==> src/rtl/mips_pkg.sv <==
`default_nettype none
// +----------------------------------------------------------------------+
// | mips_pkg                                                             |
// | Shared opcodes, NOP encoding, fetch FSM states and default reset PC. |
// | Revision: 1.0                                                        |
// +----------------------------------------------------------------------+
package mips_pkg;

    localparam logic [5:0]  c_op_rtype = 6'd0;
    localparam logic [5:0]  c_op_beq   = 6'd4;
    localparam logic [5:0]  c_op_addi  = 6'd8;
    localparam logic [5:0]  c_op_lw    = 6'd35;
    localparam logic [5:0]  c_op_sw    = 6'd43;

    localparam logic [31:0] c_nop              = 32'h0000_0000;
    localparam logic [31:0] c_default_reset_pc = 32'h0000_0000;

    typedef enum logic [0:0] {
        FETCH = 1'b0,
        HOLD  = 1'b1
    } fetch_state_t;

endpackage
`default_nettype wire

==> src/rtl/fetch_skid.sv <==
`default_nettype none
// +----------------------------------------------------------------------+
// | fetch_skid                                                           |
// | One-entry buffer for a word accepted from memory while decode stalls.|
// | Revision: 1.0                                                        |
// +----------------------------------------------------------------------+
module fetch_skid
    import mips_pkg::*;
(
    input  logic        clk,
    input  logic        rst_n,
    input  logic        load,
    input  logic        clear,
    input  logic [31:0] load_instr,
    input  logic [31:0] load_pc4,
    output logic        valid,
    output logic [31:0] instr,
    output logic [31:0] pc4
);

    logic        r_valid;
    logic [31:0] r_instr;
    logic [31:0] r_pc4;

    // clear wins so a redirect in the same cycle never leaves a stale entry
    always_ff @(posedge clk or negedge rst_n) begin
        if (!rst_n) begin
            r_valid <= 1'b0;
            r_instr <= c_nop;
            r_pc4   <= 32'h0;
        end else if (clear) begin
            r_valid <= 1'b0;
            r_instr <= c_nop;
            r_pc4   <= 32'h0;
        end else if (load) begin
            r_valid <= 1'b1;
            r_instr <= load_instr;
            r_pc4   <= load_pc4;
        end
    end

    assign valid = r_valid;
    assign instr = r_instr;
    assign pc4   = r_pc4;

endmodule
`default_nettype wire

==> src/rtl/instr_fetch.sv <==
`default_nettype none
// +----------------------------------------------------------------------+
// | instr_fetch                                                          |
// | IF stage: PC, memory request, IF/ID register, stall skid, redirect.  |
// | Revision: 1.0                                                        |
// +----------------------------------------------------------------------+
module instr_fetch
    import mips_pkg::*;
#(
    parameter logic [31:0] RESET_PC = c_default_reset_pc
) (
    input  logic        clk,
    input  logic        rst_n,
    output logic        imem_req,
    output logic [31:0] imem_addr,
    input  logic        imem_ack,
    input  logic [31:0] imem_rdata,
    input  logic        stall,
    input  logic        branch_taken,
    input  logic [31:0] branch_target,
    output logic        ifid_valid,
    output logic [31:0] ifid_instr,
    output logic [31:0] ifid_pc4,
    output logic [5:0]  opcode
);

    localparam logic [31:0] c_word_mask = 32'hFFFF_FFFC;

    fetch_state_t r_state, w_state_nxt;
    logic [31:0]  r_pc, w_pc_nxt, w_pc_inc;
    logic         r_ifid_valid, w_ifid_valid_nxt;
    logic [31:0]  r_ifid_instr, w_ifid_instr_nxt;
    logic [31:0]  r_ifid_pc4, w_ifid_pc4_nxt;
    logic         w_skid_load, w_skid_clear, w_skid_valid;
    logic [31:0]  w_skid_instr, w_skid_pc4;

    assign w_pc_inc = r_pc + 32'd4;

    always_comb begin
        w_state_nxt      = r_state;
        w_pc_nxt         = r_pc;
        w_ifid_valid_nxt = r_ifid_valid;
        w_ifid_instr_nxt = r_ifid_instr;
        w_ifid_pc4_nxt   = r_ifid_pc4;
        w_skid_load      = 1'b0;
        w_skid_clear     = 1'b0;

        if (branch_taken) begin
            w_state_nxt      = FETCH;
            w_pc_nxt         = branch_target & c_word_mask;
            w_ifid_valid_nxt = 1'b0;
            w_ifid_instr_nxt = c_nop;
            w_skid_clear     = 1'b1;
        end else begin
            case (r_state)
                FETCH: begin
                    if (imem_ack) begin
                        w_pc_nxt = w_pc_inc;
                        if (stall) begin
                            // decode is busy: park the returned word, stop fetching
                            w_skid_load = 1'b1;
                            w_state_nxt = HOLD;
                        end else begin
                            w_ifid_valid_nxt = 1'b1;
                            w_ifid_instr_nxt = imem_rdata;
                            w_ifid_pc4_nxt   = w_pc_inc;
                        end
                    end else if (!stall) begin
                        w_ifid_valid_nxt = 1'b0;
                        w_ifid_instr_nxt = c_nop;
                    end
                end
                HOLD: begin
                    if (!stall) begin
                        w_ifid_valid_nxt = w_skid_valid;
                        w_ifid_instr_nxt = w_skid_instr;
                        w_ifid_pc4_nxt   = w_skid_pc4;
                        w_skid_clear     = 1'b1;
                        w_state_nxt      = FETCH;
                    end
                end
                default: w_state_nxt = FETCH;
            endcase
        end
    end

    always_ff @(posedge clk or negedge rst_n) begin
        if (!rst_n) begin
            r_state      <= FETCH;
            r_pc         <= RESET_PC & c_word_mask;
            r_ifid_valid <= 1'b0;
            r_ifid_instr <= c_nop;
            r_ifid_pc4   <= 32'h0;
        end else begin
            r_state      <= w_state_nxt;
            r_pc         <= w_pc_nxt;
            r_ifid_valid <= w_ifid_valid_nxt;
            r_ifid_instr <= w_ifid_instr_nxt;
            r_ifid_pc4   <= w_ifid_pc4_nxt;
        end
    end

    fetch_skid u_skid (
        .clk        (clk),
        .rst_n      (rst_n),
        .load       (w_skid_load),
        .clear      (w_skid_clear),
        .load_instr (imem_rdata),
        .load_pc4   (w_pc_inc),
        .valid      (w_skid_valid),
        .instr      (w_skid_instr),
        .pc4        (w_skid_pc4)
    );

    // reset gates the request combinationally so an in-flight fetch is abandoned at once
    assign imem_req   = rst_n && (r_state == FETCH);
    assign imem_addr  = r_pc;
    assign ifid_valid = r_ifid_valid;
    assign ifid_instr = r_ifid_instr;
    assign ifid_pc4   = r_ifid_pc4;
    assign opcode     = r_ifid_instr[31:26];

endmodule
`default_nettype wire

==> config.mk <==
export PLATFORM = sky130hd
export DESIGN_NAME = instr_fetch
export DESIGN_NICKNAME = d
export VERILOG_FILES = /design/src/rtl/mips_pkg.sv /design/src/rtl/fetch_skid.sv /design/src/rtl/instr_fetch.sv
export SDC_FILE = /design/constraint.sdc
export NUM_CORES = 1
export LEC_CHECK = 0
export BUFFER_PORTS_ARGS = -buffer_cell sky130_fd_sc_hd__buf_2
export CAP_MARGIN = 10
export CORE_MARGIN = 2
export CORE_UTILIZATION = 54
export DETAILED_ROUTE_END_ITERATION = 16
export GPL_TIMING_DRIVEN = 1
export PLACE_DENSITY = 0.89
export SLEW_MARGIN = 10
export SYNTH_ARGS = -nofsm -noshare
export SYNTH_HDL_FRONTEND = slang
export SYNTH_SLANG_ARGS = --single-unit
==> constraint.sdc <==
create_clock -name clk -period 2.6 [get_ports clk]
set_clock_uncertainty 0.05 [all_clocks]
set_input_delay 0.39 -clock clk [delete_from_list [all_inputs] [get_ports clk]]
set_output_delay 0.39 -clock clk [all_outputs]
set_load 0.01 [all_outputs]
==> results of run 1 <==
flip-flops by register name (all words and copies together), names as in the netlist:
name          cells
r_state           1
u_skid.pc4       30
u_skid.valid      1
ifid_valid        1
u_skid.instr     32
ifid_instr       32
ifid_pc4         30
imem_addr        30
layout make-up:
type	instances	share of cell area [%]
Multi-Input combinational cell	586	36.1
Timing Repair Buffer	187	11.3
Tap cell	180	2.49
Clock buffer	23	5.49
Clock inverter	9	1.20
Inverter	2	0.0828
Sequential cell	157	43.4
Antenna cell	1	0.0276
metal layers:
layer	global-route usage [%]	part of all wire, %
met2	44.0	46
met4	11.7	2.9
met1	40.3	42
met5	0	0
met3	5.95	8.8
through the flow:
step | instances | util [%] | setup slack, ns | total power [mW] | area, sq um
final | 1145 | 65.8 | 0.263 | 6.28 | 9060
after global routing | 1144 | 65.8 | 0.0906 | 6.51 | 9060
after CTS | 1144 | 65.8 | 0.306 | 6.28 | 9060
after detailed placement | 1112 | 61.4 | 0.346 | 3.78 | 8450
after global placement | 1112 | 61.4 | 0.406 | 3.75 | 8450
after floorplan | 820 | - | 0.646 | 3.34 | 7540
logic make-up after synthesis:
logic type                 after synthesis  share of synthesized area, %
AOI/OAI and AO/OA                      216                          16.9
xor gates and xnor gates                56                          6.51
adders and majority gates                1                         0.166
buffers and inverters                   77                          4.77
DFF                                    157                          52.2
muxes                                    6                         0.831
other                                    1                        0.0498
and+or+nand+nor                        303                          18.6
cell usage after synthesis (2+ instances only):
| cell type | instances | area share [%] |
|---|---|---|
| sky130_fd_sc_hd__nand4_1 | 16 | 1.3 |
| sky130_fd_sc_hd__and3_1 | 10 | 0.83 |
| sky130_fd_sc_hd__nor3_1 | 10 | 0.66 |
| sky130_fd_sc_hd__buf_2 | 17 | 1.1 |
| sky130_fd_sc_hd__dfrtp_1 | 157 | 52 |
| sky130_fd_sc_hd__o21ai_1 | 16 | 1.1 |
| sky130_fd_sc_hd__buf_1 | 9 | 0.45 |
| sky130_fd_sc_hd__nor2b_1 | 2 | 0.17 |
| sky130_fd_sc_hd__and4_1 | 4 | 0.47 |
| sky130_fd_sc_hd__o21ai_0 | 61 | 4.1 |
| sky130_fd_sc_hd__nor2_1 | 72 | 3.6 |
| sky130_fd_sc_hd__nand2_1 | 119 | 5.9 |
| sky130_fd_sc_hd__mux2i_1 | 4 | 0.53 |
| sky130_fd_sc_hd__nand3_1 | 52 | 3.5 |
| sky130_fd_sc_hd__a21oi_1 | 78 | 5.2 |
| sky130_fd_sc_hd__a22o_1 | 39 | 4.5 |
| sky130_fd_sc_hd__xor2_1 | 40 | 4.7 |
| sky130_fd_sc_hd__a22oi_1 | 8 | 0.80 |
| sky130_fd_sc_hd__buf_4 | 11 | 1.1 |
| sky130_fd_sc_hd__o22ai_1 | 9 | 0.75 |
| sky130_fd_sc_hd__mux2_2 | 2 | 0.30 |
| sky130_fd_sc_hd__clkbuf_1 | 37 | 1.8 |
| sky130_fd_sc_hd__xnor2_1 | 16 | 1.9 |
| sky130_fd_sc_hd__inv_1 | 2 | 0.10 |
| sky130_fd_sc_hd__nand4_2 | 2 | 0.33 |
| sky130_fd_sc_hd__nor3_2 | 2 | 0.27 |
| sky130_fd_sc_hd__nand2b_1 | 5 | 0.42 |
critical path: cells and delay by family, from the launching register on:
| kind | cells | cell delay, ns |
|---|---|---|
| adders and majority gates | 1 | 0.24 |
| and+or+nand+nor | 3 | 0.99 |
| DFF | 1 | 0.43 |
| AOI/OAI and AO/OA | 1 | 0.12 |
| xor gates and xnor gates | 1 | 0.35 |
layout by cell type (no fill, tap or decap), types with 15 or more instances in the layout:
master / n
sky130_fd_sc_hd__nand4_1: 16
sky130_fd_sc_hd__clkbuf_16: 17
sky130_fd_sc_hd__a22o_1: 39
sky130_fd_sc_hd__nand3_1: 52
sky130_fd_sc_hd__xor2_1: 40
sky130_fd_sc_hd__nor2_1: 70
sky130_fd_sc_hd__o21ai_0: 61
sky130_fd_sc_hd__dfrtp_1: 156
sky130_fd_sc_hd__nand2_1: 119
sky130_fd_sc_hd__a21oi_1: 78
sky130_fd_sc_hd__o21ai_1: 15
sky130_fd_sc_hd__xnor2_1: 16
sky130_fd_sc_hd__buf_2: 165
sky130_fd_sc_hd__buf_4: 19
worst max path at each step:
| stage | slack (ns) | to | startpoint | cells after the start |
|---|---|---|---|---|
| CTS | 0.31 | u_skid.pc4[6]$_DFFE_PN0P_ | r_state$_DFF_PN0_ | 6 |
| global placement | 0.41 | u_skid.pc4[6]$_DFFE_PN0P_ | imem_ack | 7 |
| floorplan | 0.65 | imem_addr[30]$_DFFE_PN0N_ | imem_addr[2]$_DFFE_PN0N_ | 6 |
| finish | 0.26 | u_skid.pc4[26]$_DFFE_PN0P_ | imem_addr[3]$_DFFE_PN0N_ | 6 |
| detailed placement | 0.35 | u_skid.pc4[26]$_DFFE_PN0P_ | imem_addr[3]$_DFFE_PN0N_ | 6 |
| global route | 0.09 | u_skid.pc4[26]$_DFFE_PN0P_ | imem_addr[3]$_DFFE_PN0N_ | 6 |
power by group through the flow:
stage	clock network, mW	registers [mW]	logic, mW
6_report	2.52	2.83	0.927
3_3_place_gp	0	2.85	0.901
5_1_grt	2.63	2.85	1.03
2_1_floorplan	0	2.89	0.452
4_1_cts	2.53	2.82	0.929
3_5_place_dp	0	2.86	0.920
==> results.yml, run 1 <==
place:
  hpwl_mm: 13.6
  gp_routability_congestion: 0.888
  port-buffer-count: 166
power:
  power_switching_share_pct: 27.7
  irDropWorstVdd_uv: 483
  total_leakage_power_nw: 4.28
  power.combinational.fraction_pct: 14.8
  pwr_per_cell_area_nw_per_um2: 693
  power.net_switching_mw: 1.74
  power.sequential.fraction_pct: 45.0
  intPower_mw: 4.54
  clock_power_share_pct: 40.2
cts:
  post_cts_resize_count: 0
  cts_tree: "built"
  cts_buffers: 17
  clk_pin_slew_worst_setup_hold_paths_ns: 0.06
  cts_root_buffer: "sky130_fd_sc_hd__clkbuf_16"
  cts_num_sinks: 157
  clk_latency_ns: 0.43
  cts_hold_buffers: 0
  htree_num_levels: 4
  postCtsSetupBuffers: 0
  cts.path.max_buffers: 2
sta:
  hold_violations: 0
  tightest_slew_ns: 1.02
  setup_tns_ns: 0
  grt_setup_unrepaired: "no"
  maxSlewHeadroom_pct: 31.6
  setup_violations: 0
  fmax_mhz: 428
  period_needed_ns: 2.34
  min_period_over_period_pct: 89.9
  holdWs_ns: 0.108
  report.final.slew_viol_count: 0
logic_synthesis:
  ys_types: 44
  synth-edff-count: 0
  async_reset_ff_share_pct: 100
  synth_area_per_cell_sq_um: 9.22
  syn-instance-count: 817
  seq_area_frac_synth_pct: 52.2
  postSynthRegisterBits: 157
  synth_warnings: 0
  synth_flop_cell: "sky130_fd_sc_hd__dfrtp_1"
  synthesis.area_sq_um: 7530
global_routing:
  grt_pass1_wl_mm: 33.2
  grt_pass1_vias: 6456
  globalRoute.totalOverflow: 0
  grt_max_degree: 158
  antenna_violations_before_repair: 1
  grt_util_all_layers_pct: 28.8
setup_path:
  reg2reg_from: "imem_addr[3]$_DFFE_PN0N_"
  timing.critical_path.arrival_ns: 2.55
  worstSetupPathType: "flop to flop"
  worst_endpoint_required_time_ns: 2.82
  cp_slowest_cell: "sky130_fd_sc_hd__nor2_1"
  worst_r2r_path_depth: 6
  setup.worst_path.start_class: "flop"
  r2r_setup_slack_ns: 0.26
  cp-end-kind: "flop"
  timing.rr.end: "u_skid.pc4[26]$_DFFE_PN0P_"
  crit_path_max_incr_delay_ns: 0.51
  worstPathCellList: "ha_1, nand3_1, nor2_1, nand4_1, xor2_1, o21ai_0"
  crit_fanout: 7
layout:
  fillers: 1118
  regArea_sq_um: 3930
  finish.net_count: 1021
  post_route_cells_drive_above_1_share_pct: 24.3
  multi_input_area_sq_um: 3270
  flow.area_growth_from_synthesis_pct: 20.3
flow_run:
  cap_violations: 0
drt:
  drt_iter0_drc: 547
  finalWirelength_mm: 20.7
  post_drt_wl_per_cell_microns: 18.1
  detailroute.via_count: 6740
  ant_nets: 0
  remaining_drc_errors: 0
  drtPass1Iterations: 5
  vias_per_cell: 5.89
die:
  boundaryPins: 173
  die_area_sq_um: 14900
  initial_cell_density_of_the_core_pct: 54.7
  floorplan.core_area_sq_um: 13800
  die_w_microns: 122
  die_h_microns: 122
  placementRows: 43
min_path:
  min-delay-path-class: "primary input to async pin"
status:
  run_status: "completed"
(Power assumes the default switching activity.)
==> run 2: changes to the inputs <==
--- a/config.mk
+++ b/config.mk
@@ -7,8 +7,11 @@
 export LEC_CHECK = 0
 export BUFFER_PORTS_ARGS = -buffer_cell sky130_fd_sc_hd__buf_2
 export CAP_MARGIN = 10
+export CELL_PAD_IN_SITES_DETAIL_PLACEMENT = 1
+export CELL_PAD_IN_SITES_GLOBAL_PLACEMENT = 1
 export CORE_MARGIN = 2
-export CORE_UTILIZATION = 54
+export CORE_UTILIZATION = 41
+export CTS_CLUSTER_SIZE = 25
 export DETAILED_ROUTE_END_ITERATION = 16
 export GPL_TIMING_DRIVEN = 1
 export PLACE_DENSITY = 0.89
==> run 2 against run 1 <==
Compared with the run above:
- fmax decreased by 3.9%
- via count increased by 0.80%
- sequential share of layout area decreased by 0.32 points
- total power increased by 0.12%
- cell count increased by 4.6%
- combinational power increased by 3.6%
- flip-flop and latch count unchanged
- worst setup slack got worse by 0.094 ns
- wire length increased by 16%
- critical endpoint is now imem_req
==> results.yml, run 2 (synthesis gave the netlist of run 1 again) <==
status:
  run_status: "completed"
sta:
  setup_tns_ns: 0
  final_critical_path_setup_slack_ns: 0.170
  min_period_over_period_pct: 93.5
  grt_setup_unrepaired: "no"
  holdWs_ns: 0.0780
  period_needed_ns: 2.43
  setup_violations: 0
  report.final.slew_viol_count: 0
  fmax_mhz: 411
  hold_violations: 0
  tightest_slew_ns: 1.01
  maxSlewHeadroom_pct: 32.3
setup_path:
  setup.worst_path.start_class: "flop"
  worstSetupPathType: "flop to output port"
  cp-end-kind: "output port"
  reg2reg_from: "imem_addr[12]$_DFFE_PN0N_"
  r2r_setup_slack_ns: 0.25
  crit_fanout: 44
  worst_endpoint_required_time_ns: 2.16
  timing.critical_path.arrival_ns: 1.99
  crit_path_start: "r_state$_DFF_PN0_"
global_routing:
  antenna_violations_before_repair: 3
  grt_pass1_wl_mm: 39.0
  grt_util_all_layers_pct: 25.1
  grt_max_degree: 158
  globalRoute.totalOverflow: 0
  grt_pass1_vias: 7141
layout:
  finish.net_count: 1023
  flow.area_growth_from_synthesis_pct: 21.2
  post_route_cells_drive_above_1_share_pct: 24.5
  fin_util_pct: 50.8
  layout.cells.most_common: "sky130_fd_sc_hd__buf_2"
  final_cell_mix: "164 x sky130_fd_sc_hd__buf_2, 156 x sky130_fd_sc_hd__dfrtp_1, 119 x sky130_fd_sc_hd__nand2_1"
min_path:
  min-delay-path-class: "primary input to async pin"
drt:
  finalWirelength_mm: 24.1
  ant_nets: 0
  remaining_drc_errors: 0
  post_drt_wl_per_cell_microns: 20.1
  detailroute.via_count: 6794
  drt_iter0_drc: 486
  vias_per_cell: 5.67
  drtPass1Iterations: 5
die:
  die_area_sq_um: 19500
  placementRows: 49
  die_w_microns: 140
  initial_cell_density_of_the_core_pct: 41.9
  die_h_microns: 140
  floorplan.core_area_sq_um: 18000
  boundaryPins: 173
cts:
  clk_pin_slew_worst_setup_hold_paths_ns: 0.06
  cts_root_buffer: "sky130_fd_sc_hd__clkbuf_16"
  cts_hold_buffers: 0
  cts_tree: "built"
  post_cts_resize_count: 0
  cts_num_sinks: 157
  clk_latency_ns: 0.43
  postCtsSetupBuffers: 0
  htree_num_levels: 4
  cts.path.max_buffers: 2
  cts_buffers: 17
place:
  port-buffer-count: 166
  gp_routability_congestion: 0.821
  hpwl_mm: 16.1
  dp_slack_ns: 0.287
power:
  total_leakage_power_nw: 4.28
  report.power.total_mw: 6.28
  pwr_per_cell_area_nw_per_um2: 688
  irDropWorstVdd_uv: 471
flow_run:
  cap_violations: 0
-- run 2: cell types whose count changed in the layout (fill, tap and decap cells not counted) --
cell and delta:
sky130_fd_sc_hd__clkinv_4 -2, sky130_fd_sc_hd__buf_2 -1, sky130_fd_sc_hd__clkbuf_1 -1, sky130_fd_sc_hd__nor2_4 +1, sky130_fd_sc_hd__inv_6 +6, sky130_fd_sc_hd__nor2_2 -1
sky130_fd_sc_hd__clkbuf_8 -5, sky130_fd_sc_hd__diode_2 +2, sky130_fd_sc_hd__clkinvlp_4 +2, sky130_fd_sc_hd__buf_4 +3
-- run 2: power by group --
part	switching [mW]	internal [mW]	total (mW)	leakage (nW)
Clock	1.07	1.43	2.50	0.281
Combinational	0.601	0.359	0.960	1.94
Sequential	0.188	2.64	2.83	2.06
Total	1.86	4.43	6.28	4.28
-- run 2: worst paths after layout --
kind,to,cells after the start
worst max-delay path,imem_req,4
worst min-delay path,imem_addr[21]$_DFFE_PN0N_,2
worst max register to register,ifid_pc4[28]$_DFFE_PN0P_,5
worst min register to register,ifid_pc4[6]$_DFFE_PN0P_,2
max in group asynchronous,u_skid.instr[27]$_DFFE_PN0P_,2
min in group clk,imem_addr[17]$_DFFE_PN0N_,3
-- run 2: layout make-up --
type,count,area [sq um]
multi-input cells,586,3280
diodes,3,7.51
clock buffers,17,425
inverters,2,7.51
fillers,2141,8830
repair buffers,189,1040
flip-flops and latches,157,3930
clock inverters,15,159
well taps,229,287
-- run 2: layer usage --
layer  share of wire (%)  global-route usage, %  wire length, microns
met1                  44                   34.6                 10700
met2                  47                   39.0                 11400
met3                 5.4                   5.16                  1300
met4                 2.9                   10.2                   701
met5                   0                      0                     0
-- run 2: per-stage QoR --
stage / cell area (sq um) / std cells
floorplan: 7540 / 820
global placement: 8540 / 1163
detailed placement: 8540 / 1163
CTS: 9120 / 1195
global route: 9120 / 1196
finish: 9130 / 1198
-- run 2: critical path: stages, from the launching register on --
cell and delay (ns):
sky130_fd_sc_hd__dfrtp_2 0.45, sky130_fd_sc_hd__buf_4 0.30, sky130_fd_sc_hd__buf_4 0.48, sky130_fd_sc_hd__nor2b_1 0.15
sky130_fd_sc_hd__buf_2 0.17
